==> src/rtl/branch_cmp_sched.sv <==
// branch_cmp_sched: sequencer and round-robin arbiter that lets the branch unit
// and the ALU SLT/SLTU path share a single 32-bit comparator. Operands and mode
// are registered on accept, flags are sampled one cycle later, and the result is
// returned as a single-cycle response strobe with held response data.
module branch_cmp_sched (
    input  logic        clk,
    input  logic        rst_n,
    input  logic        br_req_valid,
    output logic        br_req_ready,
    input  logic [2:0]  br_funct3,
    input  logic [31:0] br_rs1,
    input  logic [31:0] br_rs2,
    output logic        br_resp_valid,
    output logic        br_taken,
    output logic        br_illegal,
    input  logic        slt_req_valid,
    output logic        slt_req_ready,
    input  logic        slt_unsigned,
    input  logic [31:0] slt_rs1,
    input  logic [31:0] slt_rs2,
    output logic        slt_resp_valid,
    output logic [31:0] slt_result,
    output logic        cmp_brun,
    output logic [31:0] cmp_in_a,
    output logic [31:0] cmp_in_b,
    input  logic        cmp_breq,
    input  logic        cmp_brlt,
    output logic [15:0] br_taken_cnt
);

    typedef enum logic [1:0] {
        ST_IDLE = 2'd0,
        ST_CMP  = 2'd1,
        ST_RESP = 2'd2
    } state_t;

    // funct3 010/011 are not RV32I branches
    function automatic logic f3_illegal(input logic [2:0] f3);
        logic ill;
        case (f3)
            3'b010:  ill = 1'b1;
            3'b011:  ill = 1'b1;
            default: ill = 1'b0;
        endcase
        return ill;
    endfunction

    // BLTU/BGEU run the comparator in unsigned mode, everything else signed
    function automatic logic f3_unsigned(input logic [2:0] f3);
        logic uns;
        case (f3)
            3'b110:  uns = 1'b1;
            3'b111:  uns = 1'b1;
            default: uns = 1'b0;
        endcase
        return uns;
    endfunction

    // breq is only looked at for BEQ/BNE, which always run in signed mode
    function automatic logic f3_taken(input logic [2:0] f3, input logic eq, input logic lt);
        logic tk;
        case (f3)
            3'b000:  tk = eq;
            3'b001:  tk = ~eq;
            3'b100:  tk = lt;
            3'b101:  tk = ~lt;
            3'b110:  tk = lt;
            3'b111:  tk = ~lt;
            default: tk = 1'b0;
        endcase
        return tk;
    endfunction

    state_t      state_q, state_d;
    logic        br_ready_q, br_ready_d;
    logic        slt_ready_q, slt_ready_d;
    logic        last_slt_q, last_slt_d;
    logic        req_is_br_q, req_is_br_d;
    logic [2:0]  funct3_q, funct3_d;
    logic        cmp_brun_q, cmp_brun_d;
    logic [31:0] cmp_in_a_q, cmp_in_a_d;
    logic [31:0] cmp_in_b_q, cmp_in_b_d;
    logic        br_resp_valid_q, br_resp_valid_d;
    logic        br_taken_q, br_taken_d;
    logic        br_illegal_q, br_illegal_d;
    logic        slt_resp_valid_q, slt_resp_valid_d;
    logic [31:0] slt_result_q, slt_result_d;
    logic [15:0] br_taken_cnt_q, br_taken_cnt_d;

    logic        grant_br_s;
    logic        grant_slt_s;
    logic        accept_br_s;
    logic        accept_slt_s;
    logic        taken_s;

    assign accept_br_s  = br_req_valid & br_ready_q;
    assign accept_slt_s = slt_req_valid & slt_ready_q;
    assign taken_s      = f3_taken(funct3_q, cmp_breq, cmp_brlt);

    // Round-robin grant: a lone requester wins, on contention the one not served last wins
    always_comb begin
        grant_br_s  = 1'b0;
        grant_slt_s = 1'b0;
        if (br_req_valid && (!slt_req_valid || last_slt_q)) begin
            grant_br_s = 1'b1;
        end else if (slt_req_valid) begin
            grant_slt_s = 1'b1;
        end else begin
            grant_br_s  = 1'b0;
            grant_slt_s = 1'b0;
        end
    end

    // Sequencer next-state: accept in IDLE, sample flags in CMP, re-arm readys in RESP
    always_comb begin
        state_d          = state_q;
        br_ready_d       = 1'b0;
        slt_ready_d      = 1'b0;
        last_slt_d       = last_slt_q;
        req_is_br_d      = req_is_br_q;
        funct3_d         = funct3_q;
        cmp_brun_d       = cmp_brun_q;
        cmp_in_a_d       = cmp_in_a_q;
        cmp_in_b_d       = cmp_in_b_q;
        br_resp_valid_d  = 1'b0;
        br_taken_d       = br_taken_q;
        br_illegal_d     = br_illegal_q;
        slt_resp_valid_d = 1'b0;
        slt_result_d     = slt_result_q;
        br_taken_cnt_d   = br_taken_cnt_q;
        case (state_q)
            ST_IDLE: begin
                if (accept_br_s) begin
                    state_d     = ST_CMP;
                    last_slt_d  = 1'b0;
                    req_is_br_d = 1'b1;
                    funct3_d    = br_funct3;
                    cmp_brun_d  = f3_unsigned(br_funct3);
                    cmp_in_a_d  = br_rs1;
                    cmp_in_b_d  = br_rs2;
                end else if (accept_slt_s) begin
                    state_d     = ST_CMP;
                    last_slt_d  = 1'b1;
                    req_is_br_d = 1'b0;
                    funct3_d    = 3'b000;
                    cmp_brun_d  = slt_unsigned;
                    cmp_in_a_d  = slt_rs1;
                    cmp_in_b_d  = slt_rs2;
                end else begin
                    br_ready_d  = grant_br_s;
                    slt_ready_d = grant_slt_s;
                end
            end
            ST_CMP: begin
                state_d = ST_RESP;
                if (req_is_br_q) begin
                    br_resp_valid_d = 1'b1;
                    br_taken_d      = taken_s;
                    br_illegal_d    = f3_illegal(funct3_q);
                    if (taken_s) begin
                        br_taken_cnt_d = br_taken_cnt_q + 16'd1;
                    end else begin
                        br_taken_cnt_d = br_taken_cnt_q;
                    end
                end else begin
                    slt_resp_valid_d = 1'b1;
                    slt_result_d     = {31'd0, cmp_brlt};
                end
            end
            ST_RESP: begin
                state_d     = ST_IDLE;
                br_ready_d  = grant_br_s;
                slt_ready_d = grant_slt_s;
            end
            default: begin
                state_d = ST_IDLE;
            end
        endcase
    end

    // State and output registers; last-served pointer resets to SLT so branch wins first
    always_ff @(posedge clk or negedge rst_n) begin
        if (!rst_n) begin
            state_q          <= ST_IDLE;
            br_ready_q       <= 1'b0;
            slt_ready_q      <= 1'b0;
            last_slt_q       <= 1'b1;
            req_is_br_q      <= 1'b0;
            funct3_q         <= 3'b000;
            cmp_brun_q       <= 1'b0;
            cmp_in_a_q       <= 32'd0;
            cmp_in_b_q       <= 32'd0;
            br_resp_valid_q  <= 1'b0;
            br_taken_q       <= 1'b0;
            br_illegal_q     <= 1'b0;
            slt_resp_valid_q <= 1'b0;
            slt_result_q     <= 32'd0;
            br_taken_cnt_q   <= 16'd0;
        end else begin
            state_q          <= state_d;
            br_ready_q       <= br_ready_d;
            slt_ready_q      <= slt_ready_d;
            last_slt_q       <= last_slt_d;
            req_is_br_q      <= req_is_br_d;
            funct3_q         <= funct3_d;
            cmp_brun_q       <= cmp_brun_d;
            cmp_in_a_q       <= cmp_in_a_d;
            cmp_in_b_q       <= cmp_in_b_d;
            br_resp_valid_q  <= br_resp_valid_d;
            br_taken_q       <= br_taken_d;
            br_illegal_q     <= br_illegal_d;
            slt_resp_valid_q <= slt_resp_valid_d;
            slt_result_q     <= slt_result_d;
            br_taken_cnt_q   <= br_taken_cnt_d;
        end
    end

    assign br_req_ready   = br_ready_q;
    assign slt_req_ready  = slt_ready_q;
    assign br_resp_valid  = br_resp_valid_q;
    assign br_taken       = br_taken_q;
    assign br_illegal     = br_illegal_q;
    assign slt_resp_valid = slt_resp_valid_q;
    assign slt_result     = slt_result_q;
    assign cmp_brun       = cmp_brun_q;
    assign cmp_in_a       = cmp_in_a_q;
    assign cmp_in_b       = cmp_in_b_q;
    assign br_taken_cnt   = br_taken_cnt_q;

endmodule

==> config.mk <==
export PLATFORM = sky130hd
export DESIGN_NAME = branch_cmp_sched
export DESIGN_NICKNAME = d
export VERILOG_FILES = /design/src/rtl/branch_cmp_sched.sv
export SDC_FILE = /design/constraint.sdc
export NUM_CORES = 1
export LEC_CHECK = 0
export CAP_MARGIN = 10
export CORE_MARGIN = 4
export CORE_UTILIZATION = 41
export DETAILED_ROUTE_END_ITERATION = 7
export GPL_TIMING_DRIVEN = 0
export PLACE_DENSITY_LB_ADDON = 0.3
export RECOVER_POWER = 25
export SKIP_LAST_GASP = 1
export SYNTH_ARGS = -nofsm -noshare
export SYNTH_HDL_FRONTEND = slang
export SYNTH_SLANG_ARGS = --single-unit
==> constraint.sdc <==
create_clock -name clk -period 5.1 [get_ports clk]
set_clock_uncertainty 0.05 [all_clocks]
set_input_delay 0.51 -clock clk [delete_from_list [all_inputs] [get_ports clk]]
set_output_delay 0.51 -clock clk [all_outputs]
set_load 0.005 [all_outputs]
==> After elaboration in Yosys (flattened, before gate mapping) <==
Cells that the tools add are included.
{ "op_classes": {"order_cmp": 0, "addsub": 1, "bitwise_logic": 5, "n_div": 0, "eq_ne": 12, "mux": 31, "reduce_logical": 14, "n_shift": 0, "n_mul": 0} }
{ "ops": {"columns": ["op", "n"], "rows": [
  ["two-way mux 32 bit", 4],
  ["two-way mux 1 bit", 19],
  ["equality test 3 bit, second input constant", 6],
  ["adder 16 x 1 -> 16 bit, second input constant", 1],
  ["OR reduction 2 bit", 4],
  ["equality test 3 x 2 -> 1 bit, second input constant", 2],
  ["two-way mux 3 bit", 2],
  ["AND reduction 2 bit", 3],
  ["two-way mux 2 bit", 2],
  ["case mux 1 bit (2 select lines)", 2],
  ["case mux 1 bit (4 select lines)", 1],
  ["case mux 2 bit (2 select lines)", 1],
  ["equality test 3 x 1 -> 1 bit, second input constant", 1],
  ["zero test 3 bit", 1],
  ["inequality test 3 bit, second input constant", 1],
  ["NOT 1 bit", 3],
  ["AND reduction 3 bit", 1],
  ["bitwise AND 1 bit", 2],
  ["equality test 2 x 1 -> 1 bit, second input constant", 1],
  ["equality test 2 bit, second input constant", 1],
  ["zero test 2 bit", 1],
  ["nonzero test 2 bit", 1],
  ["logical AND 1 bit", 1],
  ["zero test 1 bit", 1],
  ["logical OR 1 bit", 1]
]} }
{ "totals": {"romBits": 0, "latchBits": 0, "word_cells": 78, "reg_bits": 95, "memories": 0, "in_bits": 138, "out_inout_bits": 119, "ram_bits": 0} }

==> Longest topological paths before layout <==
{ "depth": {"ltp_word": 7, "depth_mapped": 7, "mapped_depth_nobuf": 6} }

==> Least setup slack after synthesis <==
OpenSTA, ideal clock, no wires.
{ "synth_path": {"path_kind": "in2reg", "from": "in slt_req_valid", "to": "reg cmp_in_b_q[7] (netlist: cmp_in_b[7])", "arrival_time_ns": 1.594, "required_ns": 4.932, "n_path_buf": 2, "slack_ns": 3.338, "stages": 6, "setup_ns": 0.118, "cell_sequence": "a22oi_1 -> or3_1 -> buf_2 -> clkbuf_1 -> a22o_1 -> a21o_1"} }
{ "synth_between": {"elab_chain_len": 3} }
{ "synth_lines": {"columns": ["element", "line_no", "source"], "rows": [
  ["start: declaration", "16", "input logic slt_req_valid,"],
  ["bitwise AND 1 bit", "97", "assign accept_slt_s = slt_req_valid & slt_ready_q;"],
  ["nonzero test 2 bit (no line)", null, null],
  ["AND reduction 2 bit (no line)", null, null],
  ["end signal: assignment", "208", "cmp_in_b_q <= cmp_in_b_d;"],
  ["end: declaration", "82", "logic [31:0] cmp_in_b_q, cmp_in_b_d;"]
]} }
No other way between the ends.
A chain may end at the register's enable or synchronous reset.

==> Worst setup path after layout <==
{ "layout_path": {"from": "in br_req_valid", "to": "reg cmp_in_b_q[0] (netlist: cmp_in_b[0])"} }
{ "layout_between": {"elab_chain_len": 3, "word_cells_on_any_way": 4, "classes_between": "mux: 1; bitwise: 1; reduce/logical: 2"} }
{ "layout_lines": {"columns": ["element", "line_no", "source"], "rows": [
  ["start: declaration", "8", "input logic br_req_valid,"],
  ["bitwise AND 1 bit *", "96", "assign accept_br_s = br_req_valid & br_ready_q;"],
  ["nonzero test 2 bit (no line)", null, null],
  ["AND reduction 2 bit (no line)", null, null]
]} }
Every way passes the cells marked *; elsewhere a longest branch is shown, timed or not.

==> impl_metrics.tcl <==
set metrics [dict create \
    fmax_mhz 430 \
    drt_iter0_markers 168 \
    tns_ns 0 \
    antenna_found_initial 0 \
    fill_cells 806 \
    ys_async_sr_fraction 1.00 \
    cp_data_required_time_ns 5.33 \
    multi_input_area_um2 1680 \
    wirelength_mm 13.5 \
    yosys.cell_types.count 34 \
    ys_seq_area_frac 0.552 \
    violations "max-capacitance violations, max-slew violations" \
    power_density_nw_per_um2 502 \
    wire_per_inst_um 17.8 \
    fp.dieH_um 111 \
    seqCellArea_um2 2380 \
    io_buffers 225 \
    postCtsHoldBufs 0 \
    p_leak_uw 0.00350 \
    yosys.area.top_type "dfrtp_1" \
    synth_top_area_share 0.546 \
    status "complete, but fails checks" \
    grt_use_total 0.216 \
    tightestPinTransition_ns 1.57 \
    layout_worst_path_cycle_share 0.456 \
    num_vias 3847 \
    path_class "input port to flop" \
    syn_avg_cell_area_um2 12.1 \
    final_util 0.689 \
    cp-start-kind "input port" \
    critPathMaxFanout 10 \
    clock-root-buffer "clkbuf_8" \
    ir_worst_vdd_mv 0.260 \
    dr.pass1.iters 4 \
    dp_cells 747 \
    slew-limit-headroom -0.0465 \
    synth-seq-cells 95 \
    cts_max_path_buffers 2 \
    grt_pass1_vias 4099 \
    antenna_left 0 \
    synth_cells 355 \
    n_antenna_cell 0 \
    core.rowCount 37 \
    timing.final.crit_period_ns 2.33 \
    max-cap-violations 1 \
    drt-vias-per-instance 5.04 \
    rsz0062_at_grt "no" \
    remaining_drc_errors 0 \
    stdcell_count 763 \
    hold_class "flop to flop" \
    insertion_delay_ns 0.35 \
    grt_pass1_wl_mm 21.5 \
    grt-ovfl-total 0 \
    netlist_area_um2 4310 \
    finish.net_count 761 \
    post-place-ws_ns 2.41 \
    numCtsBuffers 9 \
    clock_sinks 95 \
    synth_edf_count 0 \
    synth_warnings 0 \
    ys_top_cells_by_count "dfrtp_1 (94), a21o_1 (67), a22o_1 (67)" \
    cts-htree-levels 3 \
    synth.most_common_cell "dfrtp_1" \
    setup_viol 0 \
    synth_flop_cell "dfrtp_1" \
    drv_slew 26 \
    coreArea_um2 10300 \
    cts_setup_buffers 0 \
    critPathArrivalTime_ns 2.56 \
    clkTransAtPathRegs_ns 0.10 \
    cts_tree "yes" \
    ios 257 \
    grt_max_degree 71 \
    hpwlAfterDp_mm 10.6 \
    netlist_top_cells_area "dfrtp_1 (55%), a22o_1 (14%), a21o_1 (12%)" \
    final-hold-violation-count 0 \
    cp-end-kind "flop" \
    cts_resized 0 \
    die_w_um 111 \
    fin_ws_ns 2.77 \
    dieArea_um2 12200 \
    hold_ws_ns 0.423 \
    routabilityCongestion 0.831 \
    syn_to_final_growth_pct 64.3 \
    initial_core_util 0.420 \
    drive_gt1_frac 0.112 \
]
==> metal layers <==
metal | part of all wire | wire, um | vias to the layer above | GRT usage
met5 | 0 | 0 | - | 0
met4 | 0.017 | 233 | 0 | 0.0608
met3 | 0.099 | 1350 | 15 | 0.0849
met2 | 0.50 | 6710 | 172 | 0.379
met1 | 0.39 | 5260 | 1865 | 0.242
li1 | - | - | 1795 | -
==> power breakdown <==
group | leakage, uW | total, uW | internal, uW | switching [uW]
Combinational | 0.00221 | 1760 | 1110 | 648
Clock | 0.000106 | 524 | 257 | 267
Sequential | 0.00118 | 1270 | 1080 | 197
==> cells by family after synthesis <==
group           synth area share
other cells             0.000870
compound gates             0.265
simple gates              0.0560
flops                      0.552
mux                      0.00522
fa+ha+maj                0.00290
xor+xnor                  0.0345
buf+inv                   0.0839
==> stage by stage <==
step / area, um2 / power (uW)
finish: 7080 / 3550
global placement: 6850 / 2990
global route: 7080 / 3790
CTS: 7090 / 3590
floorplan: 4420 / 2110
detailed placement: 6870 / 3050
==> final cells by class <==
class                           instances  share of cell area
Sequential cell                        95               0.336
Timing Repair Buffer                  226               0.321
Multi-Input combinational cell        233               0.238
Buffer                                 54              0.0495
Tap cell                              136              0.0240
Clock buffer                           11              0.0214
Clock inverter                          5             0.00901
Inverter                                3             0.00159
==> state kept, by name, summed over array words and instances (netlist names) <==
name            cells
br_illegal          1
br_req_ready        1
br_resp_valid       1
br_taken            1
br_taken_cnt       16
cmp_brun            1
cmp_in_a           32
cmp_in_b           32
funct3_q            3
last_slt_q          1
req_is_br_q         1
slt_req_ready       1
slt_resp_valid      1
slt_result          1
state_q             2
==> layout by cell type (no fill, tap or decap), drive strengths merged, types with 2 or more instances in the layout <==
master and n:
clkdlybuf4s50 224, clkinv 2, conb 31, mux2 2, and3 2, a21o 67, a22o 67, nor3 5
buf 47, nand4 3, nand2 7, nor4 8, xor2 17, nand3 5, inv 4, dfrtp 94
clkbuf 20, o21ai 2, nor4b 2, a22oi 2, nor2 3
==> worst paths after layout <==
kind	from	to	slack [ns]	cells after the start
max in group asynchronous	rst_n	last_slt_q	3.46	2
setup / recovery	br_req_valid	cmp_in_b[0]	2.77	7
setup reg to reg	funct3_q[0]	br_taken_cnt[10]	3.10	5
min in group asynchronous	rst_n	br_taken_cnt[15]	0.49	1
hold reg to reg	br_taken_cnt[15]	br_taken_cnt[15]	0.42	1
hold / removal	br_taken_cnt[15]	br_taken_cnt[15]	0.42	1
==> critical path, stage by stage <==
cell             delay, ns
clkdlybuf4s50_1       0.57
nand2_1               0.10
nor3_2                0.34
buf_2                 0.34
clkbuf_1              0.39
a22o_1                0.21
a21o_1                0.09
Power figures use the tool's default switching activity.
